## config.mk

```make
export PLATFORM = sky130hd
export DESIGN_NAME = cam_16b8b
export DESIGN_NICKNAME = d
export VERILOG_FILES = /design/src/rtl/cam_pkg.sv /design/src/rtl/cam_hblank_timer.sv /design/src/rtl/cam_16b8b.sv
export SDC_FILE = /design/constraint.sdc
export NUM_CORES = 1
export LEC_CHECK = 0
export BUFFER_PORTS_ARGS = -buffer_cell sky130_fd_sc_hd__buf_4
export CAP_MARGIN = 0
export CORE_MARGIN = 8
export CORE_UTILIZATION = 30
export DETAILED_ROUTE_END_ITERATION = 8
export GPL_TIMING_DRIVEN = 0
export PLACE_DENSITY = 0.46
export REMOVE_ABC_BUFFERS = 1
export SLEW_MARGIN = 10
export SYNTH_ARGS = -nofsm -noshare
export SYNTH_HDL_FRONTEND = slang
export SYNTH_HIERARCHICAL = 1
export SYNTH_SLANG_ARGS = --single-unit
```

## constraint.sdc

```tcl
create_clock -name pixel_clk -period 1.75 [get_ports pixel_clk]
set_clock_uncertainty 0.05 [all_clocks]
set_input_delay 0.2625 -clock pixel_clk [delete_from_list [all_inputs] [get_ports pixel_clk]]
set_output_delay 0.2625 -clock pixel_clk [all_outputs]
set_load 0.03 [all_outputs]
```

## src/rtl/cam_pkg.sv

```systemverilog
// Shared definitions for the camera byte-interface blocks (16b->8b transmitter
// and the matching 8b->16b receiver).
//   cam_state_t     : 2-bit transmitter state; the state names what is on the
//                     byte outputs during the current cycle.
//   HBLANK_MIN_DEF  : default minimum horizontal blanking gap, in cycles.
//   LINE_PIXELS_DEF : default expected pixels per line.
package cam_pkg;

    typedef enum logic [1:0] {
        ST_IDLE  = 2'd0,   // nothing on the bus, waiting for a pixel
        ST_HI    = 2'd1,   // high byte on data_o
        ST_LO    = 2'd2,   // low byte on data_o
        ST_BLANK = 2'd3    // enforced horizontal blanking
    } cam_state_t;

    localparam int HBLANK_MIN_DEF  = 4;
    localparam int LINE_PIXELS_DEF = 640;

endpackage

```

## src/rtl/cam_hblank_timer.sv

```systemverilog
// Loadable down-counter that times the horizontal blanking interval.
//   pixel_clk : clock, rising edge
//   rst       : asynchronous active-high reset (count -> 0)
//   load      : load load_val into the counter (has priority over tick)
//   tick      : decrement by one (holds at zero)
//   load_val  : value to load
//   done      : count is 1, i.e. this is the final blanking cycle
module cam_hblank_timer #(
    parameter int W = 8
) (
    input  logic         pixel_clk,
    input  logic         rst,
    input  logic         load,
    input  logic         tick,
    input  logic [W-1:0] load_val,
    output logic         done
);

    logic [W-1:0] cnt;

    // NOTE: sequential state is always written with non-blocking assignments so
    // every flop samples pre-edge values regardless of process evaluation order.
    always_ff @(posedge pixel_clk or posedge rst) begin
        if (rst) begin
            cnt <= '0;
        end else if (load) begin
            cnt <= load_val;
        end else if (tick && cnt != '0) begin
            cnt <= cnt - 1'b1;
        end
    end

    assign done = (cnt == W'(1));

endmodule

```

## src/rtl/cam_16b8b.sv

```systemverilog
// 16-bit pixel to 8-bit byte-stream serializer, high byte first, with a
// data-enable strobe, enforced horizontal blanking after every line and sticky
// underrun / line-length error flags.
//   pixel_clk      : clock, rising edge
//   rst            : asynchronous active-high reset
//   data_i         : pixel word, [15:8] sent first
//   data_valid_i   : data_i valid
//   data_last_i    : data_i is the last pixel of the line
//   data_ready_o   : block accepts data_i this cycle (transfer = valid & ready)
//   data_o         : output byte, 8'h00 whenever data_de_o is low
//   data_de_o      : data_o carries a byte
//   hblank_o       : enforced blanking interval in progress
//   err_underrun_o : sticky, source stalled mid-line
//   err_len_o      : sticky, a line ended with a pixel count != LINE_PIXELS
module cam_16b8b
    import cam_pkg::*;
#(
    parameter int HBLANK_MIN  = HBLANK_MIN_DEF,
    parameter int LINE_PIXELS = LINE_PIXELS_DEF,
    parameter int CNT_W       = 10
) (
    input  logic        pixel_clk,
    input  logic        rst,
    input  logic [15:0] data_i,
    input  logic        data_valid_i,
    input  logic        data_last_i,
    output logic        data_ready_o,
    output logic [7:0]  data_o,
    output logic        data_de_o,
    output logic        hblank_o,
    output logic        err_underrun_o,
    output logic        err_len_o
);

    cam_state_t       state, state_d;
    logic [7:0]       lo_q;
    logic             last_q;
    logic [CNT_W-1:0] pix_cnt;
    logic [7:0]       data_d;
    logic             transfer;
    logic             take;         // capture a new pixel this cycle
    logic             line_end;     // leaving the low byte of the last pixel
    logic             set_underrun;
    logic             blank_load;
    logic             blank_tick;
    logic             blank_done;

    // Ready only when the next cycle is free for a new high byte: from IDLE, or
    // back-to-back out of a low byte that does not close the line.
    assign data_ready_o = !rst && (state == ST_IDLE || (state == ST_LO && !last_q));
    assign transfer     = data_valid_i && data_ready_o;

    // Strobes decode straight from the state register, so reset clears them
    // asynchronously along with the state.
    assign data_de_o = (state == ST_HI) || (state == ST_LO);
    assign hblank_o  = (state == ST_BLANK);

    // NOTE: every signal driven here gets a default before the case statement,
    // so no path leaves one unassigned and no latch is inferred.
    always_comb begin
        state_d      = state;
        data_d       = 8'h00;
        take         = 1'b0;
        line_end     = 1'b0;
        set_underrun = 1'b0;
        blank_load   = 1'b0;
        blank_tick   = 1'b0;
        case (state)
            ST_IDLE: begin
                if (transfer) begin
                    state_d = ST_HI;
                    data_d  = data_i[15:8];
                    take    = 1'b1;
                end
            end
            ST_HI: begin
                state_d = ST_LO;
                data_d  = lo_q;
            end
            ST_LO: begin
                if (last_q) begin
                    state_d    = ST_BLANK;
                    line_end   = 1'b1;
                    blank_load = 1'b1;
                end else if (transfer) begin
                    state_d = ST_HI;
                    data_d  = data_i[15:8];
                    take    = 1'b1;
                end else begin
                    // Source stalled mid-line; the line resumes from IDLE.
                    state_d      = ST_IDLE;
                    set_underrun = 1'b1;
                end
            end
            ST_BLANK: begin
                blank_tick = 1'b1;
                if (blank_done) state_d = ST_IDLE;
            end
            default: state_d = ST_IDLE;
        endcase
    end

    always_ff @(posedge pixel_clk or posedge rst) begin
        if (rst) begin
            state          <= ST_IDLE;
            data_o         <= 8'h00;
            lo_q           <= 8'h00;
            last_q         <= 1'b0;
            pix_cnt        <= '0;
            err_underrun_o <= 1'b0;
            err_len_o      <= 1'b0;
        end else begin
            state  <= state_d;
            data_o <= data_d;
            if (take) begin
                lo_q   <= data_i[7:0];
                last_q <= data_last_i;
                // Saturate rather than wrap so an overlong line is still flagged.
                if (pix_cnt != {CNT_W{1'b1}}) pix_cnt <= pix_cnt + 1'b1;
            end
            if (line_end) begin
                if (pix_cnt != CNT_W'(LINE_PIXELS)) err_len_o <= 1'b1;
                pix_cnt <= '0;
            end
            if (set_underrun) err_underrun_o <= 1'b1;
        end
    end

    cam_hblank_timer #(.W(8)) u_hblank_timer (
        .pixel_clk (pixel_clk),
        .rst       (rst),
        .load      (blank_load),
        .tick      (blank_tick),
        .load_val  (8'(HBLANK_MIN)),
        .done      (blank_done)
    );

endmodule
```

==> impl_metrics.py <==
metrics = {
    "outcome": {
        "status": "complete, but fails checks",
        "violations": "negative setup slack",
    },
    "sta": {
        "relSlewSlack_pct": 56.54,
        "drv_slew": 0,
        "fin_ws_ns": -0.1056,
        "rsz0062_at_grt": "true",
        "hold_viol_final": 0,
        "worst_pin_slew_ns": 0.6510,
        "max_freq_ghz": 0.5389,
        "finalSetupViolCount": 8,
        "finalCritPeriodShare_pct": 106.0,
        "min_period_ns": 1.856,
    },
    "floorplanning": {
        "core_um2": 6832,
        "initial_core_util_pct": 31.03,
        "core.rowCount": 30,
        "fp.dieW_um": 100.1,
        "io_pins": 33,
        "dieHeight_um": 100.1,
        "die_area_um2": 10010,
    },
    "critical_path": {
        "worstPathMaxFanout": 6,
        "crit_type": "flip-flop to flip-flop",
        "required_ns": 1.92,
        "endpoint_kind": "flip-flop",
        "start_kind": "flip-flop",
        "worstPathArrival_ns": 2.02,
    },
    "synthesis": {
        "ys_seq_area_share_pct": 46.04,
        "synth.yosys.warnings": 6,
        "postSynthCellCount": 226,
        "synthArstFlopShare_pct": 100.0,
        "ys_ff_latch": 39,
        "synth.distinct_cells": 48,
        "avgSynthCellArea_um2": 9.378,
        "yosysTopAreaCell": "dfrtp_1",
        "synth_edf_count": 0,
        "synthFlopType": "dfrtp_1",
        "synth_top_area_share_pct": 46.04,
        "ys_top_cells_by_area": "dfrtp_1, ha_1, nand2_1",
        "synth_area_um2": 2120,
    },
    "clocking": {
        "clk_pin_slew_ns": 0.09,
        "cts_buffer_depth": 2,
        "htree_levels": 2,
        "cts_buffers": 5,
        "tritoncts": "built",
        "clk_latency_ns": 0.29,
        "clock-root-buffer": "clkbuf_8",
        "numClockSinks": 39,
    },
    "global_routing": {
        "antenna_found_initial": 0,
        "track_usage_pct": 11.97,
        "grt_pass1_wl_mm": 9.653,
        "overflow": 0,
        "grt_pass1_vias": 1957,
        "grt_max_degree": 32,
    },
    "drt": {
        "vias": 1898,
        "vias_per_cell": 4.943,
        "wirelength_mm": 5.748,
        "drc": 0,
        "antenna_left": 0,
        "wl_per_cell_um": 14.97,
        "initialDrtViolationCount": 63,
        "first_pass_iters": 4,
    },
    "cells_and_area": {
        "seq_area_um2": 979.7,
        "fill_cells": 696,
        "utilization_pct": 43.53,
        "multi_input_area_um2": 1232,
        "drive_gt1_share_pct": 35.76,
        "syn2layout_area_growth_pct": 40.32,
        "n_antenna_cell": 0,
        "mostFrequentLayoutCell": "buf_4",
        "final_cell_mix": "buf_4, dfrtp_1, nand2_1, nor2_1",
        "stdcell_area_um2": 2974,
        "nNetsFinal": 318,
    },
    "pwr": {
        "powerDensity_nw_per_um2": 1561,
        "vdd_drop_max_v": 0.0006853,
        "p_leak_nw": 1.310,
    },
    "place": {
        "dpl.hpwl_mm": 3.721,
        "routabilityCongestion": 0.8288,
        "post_dp_cell_area_um2": 2464,
        "port_buffers": 32,
    },
    "flow_run": {
        "cap_violations": 0,
    },
    "min_path": {
        "hp-class": "input pin to asynchronous set/reset pin",
    },
}
[area by class of cell]
cell class,instances,share of cell area (%)
clock buffer,6,2.777
timing repair inverter,2,0.5048
timing repair buffer,57,15.15
inverter,13,1.977
multi-input combinational,169,41.44
sequential,39,32.94
tap,96,4.039
clock inverter,2,1.178
[metrics by stage]
stage	TNS [ns]	power, mW	instances	setup WS [ns]	hold slack (ns)
final	-0.4382	4.642	384	-0.1056	0.03757
after detailed placement	-15.01	3.160	350	-0.9144	0.2437
after CTS	-0.3357	4.471	377	-0.09046	0.06413
after global routing	-1.183	4.985	384	-0.2048	0.1061
after global placement	-27.23	3.137	349	-1.062	0.2457
after floorplan	-6.287	2.599	221	-0.3838	0.02816
[per-layer routing]
| metal | routed length, um | GRT usage [%] | up-vias | share of wire [%] |
|---|---|---|---|---|
| li1 | - | - | 927 | - |
| met1 | 2638 | 14.75 | 929 | 46 |
| met2 | 2866 | 20.27 | 33 | 50 |
| met3 | 167 | 2.699 | 9 | 2.9 |
| met4 | 76 | 3.488 | 0 | 1.3 |
| met5 | 0 | 0 | - | 0 |
[synth_stat cells, drive strengths merged, types with 4 or more instances]
library cell and instances:
buf 7, a22oi 8, o211ai 4, dfrtp 39
a211oi 4, a31oi 8, or4 6, nor3 7
ha 11, clkbuf 4, inv 12, nand2 36
a21oi 10, o21ai 7, nor2 15
[sequential cells by signal (all words and copies together) (netlist names)]
signal              flops
err_underrun_o          1
last_q                  1
err_len_o               1
state                   2
u_hblank_timer/cnt      8
lo_q                    8
pix_cnt                10
data_o                  8
[cells by family after synthesis]
kind of cell	synth area share [%]
and+or+nand+nor	22.90
adders and majority gates	6.493
other	0.3543
DFF	46.05
AOI/OAI and AO/OA	19.36
buffers and inverters	4.840
[path summary, 6_finish.rpt]
| kind | startpoint | endpoint | slack, ns | cells past startpoint |
|---|---|---|---|---|
| max | u_hblank_timer/cnt[4] | state[1] | -0.11 | 6 |
| max reg2reg | u_hblank_timer/cnt[4] | state[1] | -0.11 | 6 |
| min | rst | pix_cnt[4] | 0.04 | 2 |
| max in group asynchronous | rst | u_hblank_timer/cnt[2] | 0.86 | 3 |
| min reg2reg | err_len_o | err_len_o | 0.42 | 1 |
| min in group pixel_clk | data_i[3] | lo_q[3] | 0.11 | 3 |
[what timing repair did]
item,4_1_cts,5_1_grt
gates resized for setup,30,14
hold buffers,1,0
setup endpoints to repair,39,18
hold endpoints to repair,8,0
gates cloned,2,0
buffers inserted,16,7
pin swaps,10,13
[where the power goes]
part	switching (mW)	internal, mW	leakage, nW
logic	1.27	1.04	0.757
clock network	0.323	0.462	0.0612
registers	0.316	1.23	0.492
[critical path, stage by stage (launching register included)]
cell,delay (ns)
dfrtp_1,0.40
or4_4,0.57
nor4b_4,0.24
nor2b_1,0.09
a21oi_2,0.19
a21oi_1,0.09
a31oi_1,0.14
Note: power is estimated with default switching activity, not from simulation.
